## config.mk

```make
export PLATFORM = sky130hd
export DESIGN_NAME = mash_div_ctrl
export DESIGN_NICKNAME = d
export VERILOG_FILES = /design/src/rtl/div_pkg.sv /design/src/rtl/mod_calc.sv /design/src/rtl/mash_div_ctrl.sv
export SDC_FILE = /design/constraint.sdc
export NUM_CORES = 1
export LEC_CHECK = 0
export CORE_MARGIN = 1.5
export CORE_UTILIZATION = 35
export CTS_BUF_LIST = sky130_fd_sc_hd__clkbuf_4
export CTS_CLUSTER_SIZE = 40
export DETAILED_ROUTE_END_ITERATION = 8
export GPL_ROUTABILITY_DRIVEN = 0
export GPL_TIMING_DRIVEN = 0
export PLACE_DENSITY = 0.67
export SLEW_MARGIN = 20
export SYNTH_ARGS = -nofsm -noshare
export SYNTH_HDL_FRONTEND = slang
export SYNTH_HIERARCHICAL = 1
export SYNTH_SLANG_ARGS = --single-unit
```

## constraint.sdc

```tcl
create_clock -name clk -period 7 [get_ports clk]
set_clock_uncertainty 0.2 [all_clocks]
set_input_delay 1.05 -clock clk [delete_from_list [all_inputs] [get_ports clk]]
set_output_delay 1.05 -clock clk [all_outputs]
set_load 0.005 [all_outputs]
```

## src/rtl/div_pkg.sv

```systemverilog
`default_nettype none
// ============================================================================
// Package  : div_pkg
// Purpose  : Shared widths, modulus limits and FSM state type for the
//            MASH fractional-N divider controller.
// Revision : 1.0 - initial release
// ============================================================================
package div_pkg;

    localparam int N_W    = 8;   // integer part N
    localparam int F_W    = 16;  // fractional word F
    localparam int C_W    = 4;   // sigma-delta correction (signed)
    localparam int MRAW_W = 10;  // signed sum N + c before clamping
    localparam int PCNT_W = 16;  // optional pulse counter

    localparam logic [N_W-1:0] MOD_MIN = 8'd2;
    localparam logic [N_W-1:0] MOD_MAX = 8'd255;

    typedef enum logic [1:0] {
        ST_IDLE = 2'd0,
        ST_RUN  = 2'd1,
        ST_PEND = 2'd2
    } state_e;

endpackage : div_pkg
`default_nettype wire

```

## src/rtl/mod_calc.sv

```systemverilog
`default_nettype none
// ============================================================================
// Module   : mod_calc
// Purpose  : Combinational modulus computation: M = clamp(N + c) where c is
//            the signed sigma-delta output, limited to [MOD_MIN, MOD_MAX].
// Revision : 1.0 - initial release
// ============================================================================
module mod_calc
    import div_pkg::*;
(
    input  logic [N_W-1:0] i_n_int,
    input  logic [C_W-1:0] i_ddsm_c,
    output logic [N_W-1:0] o_modulus,
    output logic           o_clamped
);

    localparam logic signed [MRAW_W-1:0] C_LO = MRAW_W'(MOD_MIN);
    localparam logic signed [MRAW_W-1:0] C_HI = MRAW_W'(MOD_MAX);

    logic signed [MRAW_W-1:0] w_mraw;

    // Widen both operands to the signed sum width, then saturate
    always_comb begin
        w_mraw    = $signed({{(MRAW_W-N_W){1'b0}}, i_n_int})
                  + $signed({{(MRAW_W-C_W){i_ddsm_c[C_W-1]}}, i_ddsm_c});
        o_modulus = w_mraw[N_W-1:0];
        o_clamped = 1'b0;
        if (w_mraw < C_LO) begin
            o_modulus = MOD_MIN;
            o_clamped = 1'b1;
        end else if (w_mraw > C_HI) begin
            o_modulus = MOD_MAX;
            o_clamped = 1'b1;
        end
    end

endmodule : mod_calc
`default_nettype wire

```

## src/rtl/mash_div_ctrl.sv

```systemverilog
`default_nettype none
// ============================================================================
// Module   : mash_div_ctrl
// Purpose  : Fractional-N divider sequencer. Runs a down-counter whose period
//            is N + sigma-delta correction, double-buffers the divide ratio
//            through a shadow register and applies it on a period boundary.
// Options  : define DIV_PULSE_CNT_EN to add the 16-bit pulse_cnt output.
// Revision : 1.0 - initial release
// ============================================================================
module mash_div_ctrl
    import div_pkg::*;
(
    input  logic              clk,
    input  logic              rst,
    input  logic              enable,
    input  logic              cfg_valid,
    output logic              cfg_ready,
    input  logic [N_W-1:0]    cfg_int,
    input  logic [F_W-1:0]    cfg_frac,
    input  logic [C_W-1:0]    ddsm_c,
    output logic [F_W-1:0]    frac_word,
    output logic              div_out,
    output logic [N_W-1:0]    modulus,
    output logic              clamp_flag
`ifdef DIV_PULSE_CNT_EN
    ,
    output logic [PCNT_W-1:0] pulse_cnt
`endif
);

    localparam logic [N_W-1:0] C_ONE = 8'd1;

    state_e         state_q, state_d;
    logic [N_W-1:0] cnt_q, cnt_d;
    logic [N_W-1:0] mod_q, mod_d;
    logic [N_W-1:0] act_int_q, act_int_d;
    logic [F_W-1:0] act_frac_q, act_frac_d;
    logic [N_W-1:0] shd_int_q, shd_int_d;
    logic [F_W-1:0] shd_frac_q, shd_frac_d;
    logic           pend_q, pend_d;
    logic           clamp_q, clamp_d;

    logic           w_active;
    logic           w_div;
    logic           w_hs;
    logic           w_start;
    logic           w_load;
    logic           w_apply;
    logic [N_W-1:0] w_n_eff;
    logic [N_W-1:0] w_mod;
    logic           w_clamped;

    // A pending word is applied either while parked in IDLE or at the
    // period boundary in PEND; the reload then already uses the new N.
    assign w_hs    = cfg_valid & ~pend_q;
    assign w_start = (state_q == ST_IDLE) & enable;
    assign w_load  = w_start | w_div;
    assign w_apply = pend_q & ((state_q == ST_IDLE) | ((state_q == ST_PEND) & w_div));
    assign w_n_eff = w_apply ? shd_int_q : act_int_q;

    mod_calc u_mod_calc (
        .i_n_int   (w_n_eff),
        .i_ddsm_c  (ddsm_c),
        .o_modulus (w_mod),
        .o_clamped (w_clamped)
    );

    // State register
    always_ff @(posedge clk or negedge rst) begin
        if (!rst) begin
            state_q <= ST_IDLE;
        end else begin
            state_q <= state_d;
        end
    end

    // Next-state logic; dropping enable always parks the divider in IDLE
    always_comb begin
        state_d = state_q;
        if (!enable) begin
            state_d = ST_IDLE;
        end else begin
            case (state_q)
                ST_IDLE: state_d = w_hs ? ST_PEND : ST_RUN;
                ST_RUN:  if (w_hs)  state_d = ST_PEND;
                ST_PEND: if (w_div) state_d = ST_RUN;
                default: state_d = ST_IDLE;
            endcase
        end
    end

    // Outputs decoded from state; div_out is suppressed as soon as enable drops
    always_comb begin
        w_active  = (state_q == ST_RUN) | (state_q == ST_PEND);
        w_div     = enable & w_active & (cnt_q == '0);
        div_out   = w_div;
        cfg_ready = ~pend_q;
    end

    // Counter, modulus, ratio registers and sticky clamp next values
    always_comb begin
        cnt_d      = cnt_q;
        mod_d      = mod_q;
        act_int_d  = act_int_q;
        act_frac_d = act_frac_q;
        shd_int_d  = shd_int_q;
        shd_frac_d = shd_frac_q;
        pend_d     = pend_q;
        clamp_d    = clamp_q;

        if (w_load) begin
            cnt_d   = w_mod - C_ONE;
            mod_d   = w_mod;
            clamp_d = clamp_q | w_clamped;
        end else if (enable && w_active) begin
            cnt_d = cnt_q - C_ONE;
        end

        if (w_apply) begin
            act_int_d  = shd_int_q;
            act_frac_d = shd_frac_q;
            pend_d     = 1'b0;
        end

        if (w_hs) begin
            shd_int_d  = cfg_int;
            shd_frac_d = cfg_frac;
            pend_d     = 1'b1;
        end
    end

    // Datapath registers
    always_ff @(posedge clk or negedge rst) begin
        if (!rst) begin
            cnt_q      <= '0;
            mod_q      <= '0;
            act_int_q  <= '0;
            act_frac_q <= '0;
            shd_int_q  <= '0;
            shd_frac_q <= '0;
            pend_q     <= 1'b0;
            clamp_q    <= 1'b0;
        end else begin
            cnt_q      <= cnt_d;
            mod_q      <= mod_d;
            act_int_q  <= act_int_d;
            act_frac_q <= act_frac_d;
            shd_int_q  <= shd_int_d;
            shd_frac_q <= shd_frac_d;
            pend_q     <= pend_d;
            clamp_q    <= clamp_d;
        end
    end

    assign frac_word  = act_frac_q;
    assign modulus    = mod_q;
    assign clamp_flag = clamp_q;

`ifdef DIV_PULSE_CNT_EN
    localparam logic [PCNT_W-1:0] C_PCNT_ONE = 16'd1;

    logic [PCNT_W-1:0] pcnt_q, pcnt_d;

    // Free-running count of divider pulses, wrapping naturally
    always_comb begin
        pcnt_d = pcnt_q;
        if (w_div) begin
            pcnt_d = pcnt_q + C_PCNT_ONE;
        end
    end

    // Pulse counter register
    always_ff @(posedge clk or negedge rst) begin
        if (!rst) begin
            pcnt_q <= '0;
        end else begin
            pcnt_q <= pcnt_d;
        end
    end

    assign pulse_cnt = pcnt_q;
`endif

endmodule : mash_div_ctrl
`default_nettype wire

```

# Word-level counts from Yosys, hierarchy flattened
# Cells that the tools add are included.
# W data, S select, Z words.
dict set report classes {
  add_sub_neg 3
  n_lt_le_gt_ge 2
  eq_ne 4
  mux 14
  bitwise_logic 11
  n_reduce_logical 6
}
# operator count
set ops {}
lappend ops {{$mux W8} 5}
lappend ops {{$sub A8 B1 Y8 const B} 2}
lappend ops {{$add A9 B4 Y10} 1}
lappend ops {{$gt A10 B9 Y1 const B} 1}
lappend ops {{$lt A10 B3 Y1 const B} 1}
lappend ops {{$logic_not A8 Y1} 1}
lappend ops {{$mux W2} 4}
lappend ops {{$and A1 B1 Y1} 6}
lappend ops {{$ne A3 B3 Y1 const B} 2}
lappend ops {{$pmux W2 S3} 1}
lappend ops {{$mux W1} 4}
lappend ops {{$or A1 B1 Y1} 4}
lappend ops {{$reduce_bool A2 Y1} 2}
lappend ops {{$eq A2 B1 Y1 const B} 1}
lappend ops {{$eq A2 B2 Y1 const B} 1}
lappend ops {{$logic_not A2 Y1} 1}
lappend ops {{$reduce_and A2 Y1} 1}
lappend ops {{$logic_and A1 B1 Y1} 1}
lappend ops {{$not A1 Y1} 1}
dict set report word_totals {
  ff_bits 68
  input_bits 32
  out_inout_bits 27
}

# Longest topological paths before layout
dict set report depth {
  ltp_word 14
  mapped_depth 22
  depth_no_buf 21
}

# By module
# The synthesis kept the hierarchy.
# mod instances cells_each area_each_um2 seq_area_each_um2
set modules_own_cells {}
lappend modules_own_cells {mash_div_ctrl 1 307 3105.5 1701.6}
lappend modules_own_cells {mod_calc 1 65 520.5 0.0}

# Worst setup path before layout
# No wires, ideal clock.
dict set report synth_timing {
  path_kind {in2reg}
  start {input port enable}
  end {register cnt_q[6]}
  setup_time_ns 0.137
  arrival_ns 5.395
  required_time_ns 6.663
  path_slack_ns 1.268
  path_stages 20
  cell_sequence {nand4bb_1 nor3_4 a21oi_2 nor2_4 buf_6 mux2_1 ha_1 fa_1 a21o_1 a221oi_2 xor2_1 nand2_1 o31a_1 a21bo_1 a22oi_1 ha_1 o21ai_0 a2111o_1 a2111oi_0 nor3_1}
}
dict set report synth_via {
  elab_chain_len 12
}
# element line
set synth_rtl {}
lappend synth_rtl {{start: declaration} mash_div_ctrl.sv:15} ;# input logic enable,
lappend synth_rtl {{$and A1 B1 Y1 * (2 in a row)} mash_div_ctrl.sv:95} ;# w_div = enable & w_active & (cnt_q == '0);
lappend synth_rtl {{named net div_out} mash_div_ctrl.sv:22} ;# output logic div_out,
lappend synth_rtl {{$and A1 B1 Y1 *} mash_div_ctrl.sv:58} ;# assign w_apply = pend_q & ((state_q == ST_IDLE) | ((state_q == ST_PEND) & w_div));
lappend synth_rtl {{$or A1 B1 Y1 *} mash_div_ctrl.sv:58}
lappend synth_rtl {{$and A1 B1 Y1 *} mash_div_ctrl.sv:58}
lappend synth_rtl {{$mux W8 *} n/a}
lappend synth_rtl {{$add A9 B4 Y10 *} mod_calc.sv:25} ;# + $signed({{(MRAW_W-C_W){i_ddsm_c[C_W-1]}}, i_ddsm_c});
lappend synth_rtl {{$gt A10 B9 Y1} mod_calc.sv:31} ;# end else if (w_mraw > C_HI) begin
lappend synth_rtl {{$mux W8} mod_calc.sv:31}
lappend synth_rtl {{$mux W8 *} mod_calc.sv:28} ;# if (w_mraw < C_LO) begin
lappend synth_rtl {{named net w_mod[0]} mash_div_ctrl.sv:50} ;# logic [N_W-1:0] w_mod;
lappend synth_rtl {{$sub A8 B1 Y8 *} mash_div_ctrl.sv:112} ;# cnt_d = w_mod - C_ONE;
lappend synth_rtl {{$mux W8 *} mash_div_ctrl.sv:111} ;# if (w_load) begin
lappend synth_rtl {{end signal: assignment} mash_div_ctrl.sv:144} ;# cnt_q <= cnt_d;
lappend synth_rtl {{end: declaration} mash_div_ctrl.sv:34} ;# logic [N_W-1:0] cnt_q, cnt_d;
# Mark *: on every way through the listed nets, which the timed path passes. The rest lies on a longest branch.
# A chain may end at the register's enable or synchronous reset.

# Final worst setup path
dict set report layout_timing {
  start {input port enable}
  end {register cnt_q[6]}
}
dict set report layout_via {
  elab_chain_len 12
}
# element line
set layout_rtl {}
lappend layout_rtl {{$and A1 B1 Y1 * (2 in a row)} mash_div_ctrl.sv:95}
lappend layout_rtl {{$and A1 B1 Y1 *} mash_div_ctrl.sv:58}
lappend layout_rtl {{$or A1 B1 Y1 *} mash_div_ctrl.sv:58}
lappend layout_rtl {{$and A1 B1 Y1 *} mash_div_ctrl.sv:58}
lappend layout_rtl {{$mux W8 *} n/a}
lappend layout_rtl {{$add A9 B4 Y10 *} mod_calc.sv:25}
lappend layout_rtl {{$gt A10 B9 Y1} mod_calc.sv:31}
lappend layout_rtl {{$mux W8} mod_calc.sv:31}
lappend layout_rtl {{$mux W8 *} mod_calc.sv:28}
lappend layout_rtl {{named net w_mod[0]} mash_div_ctrl.sv:50}
lappend layout_rtl {{$sub A8 B1 Y8 *} mash_div_ctrl.sv:112}
lappend layout_rtl {{$mux W8 *} mash_div_ctrl.sv:111}
# Marks and branches as above.

==> results.yml <==
timing:
  tightest_slew_ns: 0.860
  tns_ns: 0
  max_freq_mhz: 153
  finalMaxSlewViolations: 0
  setup_ws_ns: 0.453
  setup_viol: 0
  min_period_ns: 6.55
  hold_violations: 0
  rsz0062_at_grt: "false"
  post-route-period-util: 0.935
  slew_headroom: 0.421
worst_setup_path:
  worst_path_most_repeated_cell: "ha_1"
  critPathRequiredTime_ns: 7.07
  crit_chain: "clkdlybuf4s50_1 > nand4bb_1 > nor3_4 > a21oi_2 > nor2_4 > buf_6 > mux2_1 > ha_1 > fa_1 > a21o_1 > a221oi_2 > xor2_1 > nand2_1 > o31a_1 > a21bo_1 > a22oi_1 > ha_1 > o21ai_0 > a2111o_1 > a2111oi_0 > nor3_1"
  crit_arrival_ns: 6.62
  end_kind: "flop"
  critPathSlowestCell: "clkdlybuf4s50_1"
  worstSetupStartpointType: "input port"
  max_stage_delay_ns: 0.47
  path_max_fanout: 10
  crit_type: "in2reg"
yosys:
  synth_cell_types: 63
  synthAdderAreaFrac: 0.0504
  synth_cells: 372
  synth_xor_area_frac: 0.0169
  synth.cell_area_um2: 3630
  synth_edf_count: 0
  synthArstFlopShare: 1.00
  avgSynthCellArea_um2: 9.75
  synth_compound_area_frac: 0.140
  yosys_warnings: 6
  synth_ff_type: "dfrtp_1"
  syn_nets: 418
  ys_seq_area_frac: 0.469
  synth_mux_area_frac: 0.0863
  synth_simple_gate_area_frac: 0.208
  synth_seq_cells: 68
  synth_top_family_by_area: "simple AND/OR/NAND/NOR gates"
cts:
  path_clk_slew_ns: 0.12
  cts_buffer_depth: 2
  hold_buffers: 0
  clock_latency_ns: 0.39
  clock-root-buffer: "clkbuf_4"
  post_cts_buffers: 0
  clock-sinks: 68
  cts_htree_levels: 3
  cts_resized: 0
  cts_buffers: 9
  cts_tree: "built"
global_routing:
  antenna_found_initial: 0
  use_met2: 0.257
  grt_usage: 0.155
  overflow: 0
  grtUsageMet1: 0.199
  grt_max_degree: 58
  grt_first_pass_wirelength_um: 13900
  top_usage_layer: "met2"
  met3_usage: 0.0318
  first_global_vias: 2967
final_layout:
  diodes: 0
  finalNonFillerCells: 579
  layout-drive-gt1-share: 0.0852
  syn2layout_area_growth_pct: 25.6
  fin_nets: 488
drt:
  routed_via_density: 4.99
  drc_errors: 0
  first_pass_iters: 5
  vias: 2887
  routed_wl_um: 7980
  drt-initial-drc-count: 193
  postRouteAntennaNets: 0
  wl_per_cell_um: 13.8
floorplanning:
  die-area_um2: 11000
  start_util: 0.366
  ios: 59
  die_h_um: 105
  die_w_um: 105
  coreArea_um2: 9910
  row_count: 36
place:
  io_buffers: 58
  place_ws_ns: 0.0556
  hpwl_um: 6030
  dp_cells: 564
pwr:
  p_leak_uw: 0.00208
  vdd_drop_max_mv: 0.174
  power_density_nw_per_um2: 502
run_status:
  status: "completed"
hold_path:
  hold_path.class: "reg2reg"
run:
  cap_violations: 0
-- final cells by class --
class	count	area (µm²)
inverter	10	37.5
fill	963	5350
tap	133	166
multi-input combinational	280	1820
timing repair buffer	59	606
clock buffer	9	67.6
clock inverter	6	90.1
sequential	68	1700
buffer	14	70.1
-- through the flow --
step	utilization	instance area [µm²]	power (µW)	hold WS (ns)
CTS	0.460	4560	2310	0.267
finish	0.460	4560	2290	0.284
global placement	0.441	4370	1970	0.255
floorplan	-	3630	1600	0.242
global route	0.460	4560	2490	0.247
detailed placement	0.444	4400	2010	0.260
-- sequential cells by signal, summed over array words and instances, names as in the netlist --
signal / flops
frac_word: 16
act_int_q: 8
clamp_flag: 1
shd_int_q: 8
pend_q: 1
shd_frac_q: 16
cnt_q: 8
state_q: 2
modulus: 8
-- metal layers --
layer / share of wire / vias to the layer above
li1: - / 1436
met1: 0.46 / 1383
met2: 0.48 / 56
met3: 0.037 / 12
met4: 0.019 / 0
met5: 0 / -
-- cell usage after synthesis, types with 3 or more instances --
master	count	area (µm²)
nand2b_1	5	31.3
nor3_1	7	35.0
a22oi_1	3	22.5
mux2_1	24	270
xnor2_1	4	35.0
nor4_1	3	18.8
a21oi_1	5	25.0
a21o_1	4	30.0
inv_1	10	37.5
dfrtp_1	68	1700
o21ai_0	18	90.1
a21oi_2	3	26.3
nor2_1	18	67.6
xor2_1	3	26.3
o22ai_1	4	25.0
clkbuf_1	10	37.5
nand3_1	3	15.0
nand2_1	110	413
ha_1	13	163
-- worst max-delay path, delay by kind of cell --
family / cells / cell delay (ns)
compound gates: 9 / 2.20
xor+xnor: 1 / 0.24
fa+ha+maj: 3 / 0.93
buf+inv: 2 / 0.67
mux: 1 / 0.38
simple gates: 5 / 1.11
-- path summary, 6_finish.rpt --
check                                to         start  cells past startpoint  slack [ns]
hold / removal             shd_int_q[3]  shd_int_q[3]                      2        0.28
min in group asynchronous    modulus[0]           rst                      1        0.29
max in group asynchronous  act_int_q[4]           rst                      2        5.79
hold reg to reg            shd_int_q[3]  shd_int_q[3]                      2        0.28
setup reg to reg               cnt_q[6]    state_q[0]                     22        0.74
setup / recovery               cnt_q[6]        enable                     21        0.45
-- kinds of logic (layout without fill, tap and decap cells) --
family          count (synthesis)  in the layout
simple gates                  165            165
buf+inv                        24             98
fa+ha+maj                      14             14
xor+xnor                        7              7
mux                            27             27
flops                          68             68
compound gates                 67             67
-- layout by cell type (no fill, tap or decap), types with 4 or more instances in the layout --
master,instances
ha_1,13
nor2_1,18
dfrtp_1,68
a21o_1,4
nor3_1,7
clkbuf_1,10
xnor2_1,4
o22ai_1,4
o21ai_0,18
clkbuf_4,9
clkdlybuf4s50_1,57
mux2_1,24
inv_1,10
a21oi_1,5
nand2_1,110
nand2b_1,5
-- power by group --
part | internal [µW] | total [µW] | switching (µW)
registers | 578 | 686 | 108
clock network | 144 | 284 | 140
logic | 587 | 1320 | 729
total | 1310 | 2290 | 977
No activity file was read; power rests on OpenSTA's default activity.
